### src/rtl/your_multiplier_module_here_if.sv
// rtl/your_multiplier_module_here_if.sv - operand/product bundle for the 4x4 approximate multiplier
interface your_multiplier_module_here_if;
  logic [3:0] A;
  logic [3:0] B;
  logic [7:0] result;

  modport master (output A, output B, input result);
  modport slave  (input A, input B, output result);
endinterface

### src/rtl/your_multiplier_module_here.sv
// rtl/your_multiplier_module_here.sv - registered 4x4 multiplier; APPROX_LSB_EN selects OR-compressed low columns
module your_multiplier_module_here (
  input  logic                         clk,
  input  logic                         rst,
  your_multiplier_module_here_if.slave bus
);

  logic [7:0] product;

`ifdef APPROX_LSB_EN
  logic [2:0] low_or;
  logic [7:0] high_sum;

  // Columns 0..2 collapse to an OR with no carry out; the rest accumulate exactly.
  always_comb begin
    low_or   = '0;
    high_sum = '0;
    for (int i = 0; i < 4; i++) begin
      for (int j = 0; j < 4; j++) begin
        if (i + j < 3) begin
          low_or[i+j] = low_or[i+j] | (bus.A[i] & bus.B[j]);
        end else begin
          high_sum = high_sum + ({7'd0, bus.A[i] & bus.B[j]} << (i + j));
        end
      end
    end
  end

  // high_sum is a multiple of 8, so the low bits simply concatenate.
  assign product = {high_sum[7:3], low_or};
`else
  assign product = {4'd0, bus.A} * {4'd0, bus.B};
`endif

  always_ff @(posedge clk or posedge rst) begin
    if (rst) begin
      bus.result <= 8'd0;
    end else begin
      bus.result <= product;
    end
  end

endmodule

### src/flat_wrapper.sv
// flat-port wrapper written by rule: the top's interface ports become plain ports
module your_multiplier_module_here_flat 
  (clk, rst, bus_A, bus_B, bus_result);
  your_multiplier_module_here_if bus_i ();
  input  logic clk;
  input  logic rst;
  input wire logic [$bits(bus_i.A)-1:0] bus_A;
  input wire logic [$bits(bus_i.B)-1:0] bus_B;
  output wire logic [$bits(bus_i.result)-1:0] bus_result;
  assign bus_i.A = bus_A;
  assign bus_i.B = bus_B;
  assign bus_result = bus_i.result;
  your_multiplier_module_here u_core (.clk(clk), .rst(rst), .bus(bus_i));
endmodule
### config.mk
export PLATFORM = sky130hd
export DESIGN_NAME = your_multiplier_module_here_flat
export DESIGN_NICKNAME = d
export VERILOG_FILES = /design/src/rtl/your_multiplier_module_here_if.sv /design/src/rtl/your_multiplier_module_here.sv /design/src/flat_wrapper.sv
export SDC_FILE = /design/constraint.sdc
export NUM_CORES = 1
export LEC_CHECK = 0
export CORE_MARGIN = 3
export CORE_UTILIZATION = 31
export DETAILED_ROUTE_END_ITERATION = 10
export PLACE_DENSITY = 0.69
export SLEW_MARGIN = 20
export SYNTH_ARGS = -nofsm -noshare
export SYNTH_HDL_FRONTEND = slang
export SYNTH_SLANG_ARGS = --single-unit
### constraint.sdc
create_clock -name clk -period 0.8 [get_ports clk]
set_input_delay 0.08 -clock clk [delete_from_list [all_inputs] [get_ports clk]]
set_output_delay 0.08 -clock clk [all_outputs]
set_load 0.02 [all_outputs]
# Yosys cells after proc, flatten, opt, wreduce, memory -nomap -nowiden
# Index checks and enable logic that the tools add are counted.
[word_totals]
regBits = 8
wordCells = 2
[classes]
mul = 1
[ops]
columns = ["op", "count"]
rows = [
  ["$mul 4x4->8", 1],
]

# Longest topological paths before layout
[logic_depth]
word_depth = 1
mapped_depth = 8

# Worst setup path before layout
# Ideal clock, no wire load.
[synth_path]
kind = "input to register"
from = "input bus_A[0]"
to = "register u_core.bus.result[7]"
arrival_time_ns = 2.118
t_required_ns = 0.676
path_slack_ns = -1.442
cell_stages = 8
path_buffers = 0
path_cell_list = "nand2_1 > fa_1 > inv_1 > fa_1 > ha_1 > a211oi_1 > nor2_1 > a211o_1"
[synth_via]
elab_chain_cells = 1
[synth_lines]
columns = ["element", "line_no", "rtl"]
rows = [
  ["start: declaration", "flat_wrapper.sv:7", "input wire logic [$bits(bus_i.A)-1:0] bus_A;"],
  ["$mul 4x4->8", "your_multiplier_module_here.sv:32", "assign product = {4'd0, bus.A} * {4'd0, bus.B};"],
  ["net u_core.product[7]", "your_multiplier_module_here.sv:8", "logic [7:0] product;"],
  ["end signal: assignment", "your_multiplier_module_here.sv:39", "bus.result <= product;"],
  ["end: declaration", "your_multiplier_module_here_if.sv:8", "modport slave (input A, input B, output result);"],
]
# The timed path passes the listed nets, and every way through them passes these cells.

# Worst setup path after layout
[layout_path]
from = "input bus_A[0]"
to = "register u_core.bus.result[6]"
# The elaborated chain is that of the path after synthesis.

==> qor.yml <==
ys_top_cells_by_area: "dfrtp_1 31%, ha_1 23%, and2_1 12%"
crit_family: "adder cells"
clock_sinks: 8
grt_pass1_wl_um: 2560
rows: 15
arrival_ps: 2160
synth_seq_cells: 8
yosysSeqAreaShare: 0.307
drtPass1Iterations: 4
syn_inst: 60
grt_pass1_vias: 610
finalSetupViolCount: 14
final_cell_mix: "16 x buf_6, 15 x buf_4, 10 x and2_1, 8 x dfrtp_1"
layout_commonest_cell: "buf_6"
post_drt_wl_per_cell_um: 12.6
cts_tree: "built"
cpMostUsedCell: "fa_2"
worstSetupPathType: "in -> reg"
htreeDepth: 1
diodes: 0
routed_wl_um: 1570
syn_area_um2: 653
fmax_mhz: 504
hold_viol: 0
synthDominantCellAreaShare: 0.307
clockBufferDepth: 2
clk_pin_slew_worst_paths_ps: 50
cts_hold_buf: 0
status: "finished with violations"
cp_cell_sequence: "buf_8, nand2_8, fa_1, inv_1, fa_2, buf_6, fa_2, a21o_1, a21oi_2, xnor2_1"
cp_slowest_cell: "fa_1"
maxCapViolCount: 0
start_util: 0.352
grt_use_total: 0.134
power_mw: 1.76
area_delta_synth_final_pct: 81.8
ant_nets: 0
fin_crit_ps: 1990
worstMarginPinSlew_ps: 282
synth.net_count: 86
root_buffer: "clkbuf_4"
yosys_warnings: 0
gr-total-overflow: 0
antenna_found_initial: 0
num_vias: 593
rsz0062_at_grt: "yes"
gp_congestion: 0.747
regMostFlops: "u_core.bus.result"
period_share: 2.48
worstPathRequired_ps: 970
peakVddDrop_v: 0.000804
io_pins: 18
io_buffers: 17
async_reset_ff_frac: 1.00
violations: "setup timing"
fin_area_um2: 1190
drive_gt1_frac: 0.550
cts_buffers: 3
num-nets-final: 128
via_per_inst: 4.74
grt_max_degree: 9
synth_edf_count: 0
die_area_um2: 2690
ys_types: 19
drc_errors: 0
drv_slew: 0
setup_slack_ps: -1190
yosys_most_used_dff: "dfrtp_1"
drt_iter0_drc: 2
dp_hpwl_um: 1110
min_path_type: "in -> async"
yosys.area.top_type: "dfrtp_1"
path_max_fanout: 2
end_kind: "flip-flop"
powerDensity_nw_per_um2: 1490
largest_registers: "u_core.bus.result x8"
die_h_um: 51.9
core_area_um2: 1860
crit_path_max_incr_delay_ps: 520
die_w_um: 51.9
relSlewSlack: 0.812
cp.buffers_inverters: 3
largest_reg_flops: 8
cp-start-kind: "input pin"
place_area_um2: 1040
p_leak_nw: 0.594
fin_hold_ws_ps: 60.6
syn_area_per_cell_um2: 10.9
==> power by group <==
group	switching [mW]	internal, mW
registers	0.0352	0.484
clock network	0.138	0.172
logic	0.403	0.533
==> what timing repair did <==
| action | 4_1_cts | 5_1_grt |
|---|---|---|
| resized for setup | 90 | 11 |
| buffers inserted | 1 | 1 |
| endpoints found under the hold margin | 0 | 0 |
| endpoints found under the setup margin | 15 | 14 |
| pin swaps | 13 | 12 |
==> cells in the mapped netlist (all sizes together) (2+ instances only) <==
cell type  number
and2           13
inv             3
nor2            2
xnor2           2
a21o            2
nand2           3
fa              4
ha             12
a21oi           2
dfrtp           8
==> worst paths after layout <==
kind,start,endpoint,cells after the start
max in group asynchronous,rst,u_core.bus.result[7],2
min,rst,u_core.bus.result[3],2
min in group clk,bus_A[0],u_core.bus.result[0],3
max,bus_A[0],u_core.bus.result[6],10
==> per-layer routing <==
layer	vias to the layer above	wire, µm	global-route usage
li1	286	-	-
met1	283	639	0.141
met2	19	804	0.228
met3	5	81	0.0258
met4	0	44	0.109
met5	-	0	0
==> stage by stage <==
step,setup TNS [ps],instances,utilization,setup WS [ps]
after floorplan,-5940,60,-,-1300
after global placement,-12270,120,0.559,-1980
after detailed placement,-12420,120,0.559,-2000
after CTS,-6040,124,0.609,-1260
after global routing,-6520,125,0.639,-1260
final,-5940,125,0.639,-1190
==> area by class of cell <==
cell class                 count  area, µm²
fill                         141        671
multi-input combinational     49        571
timing repair buffer          37        352
sequential                     8        200
tap                           25       31.3
clock buffer                   3       22.5
inverter                       3       11.3
==> cell families (layout without fill, tap and decap cells) <==
logic type	Yosys count	in the layout	share of synthesized area
xor gates and xnor gates	3	3	0.0402
DFF	8	8	0.307
and+or+nand+nor	21	21	0.186
buffers and inverters	3	43	0.0172
AOI/OAI and AO/OA	9	9	0.0977
adders and majority gates	16	16	0.352
Power figures use the tool's default switching activity.
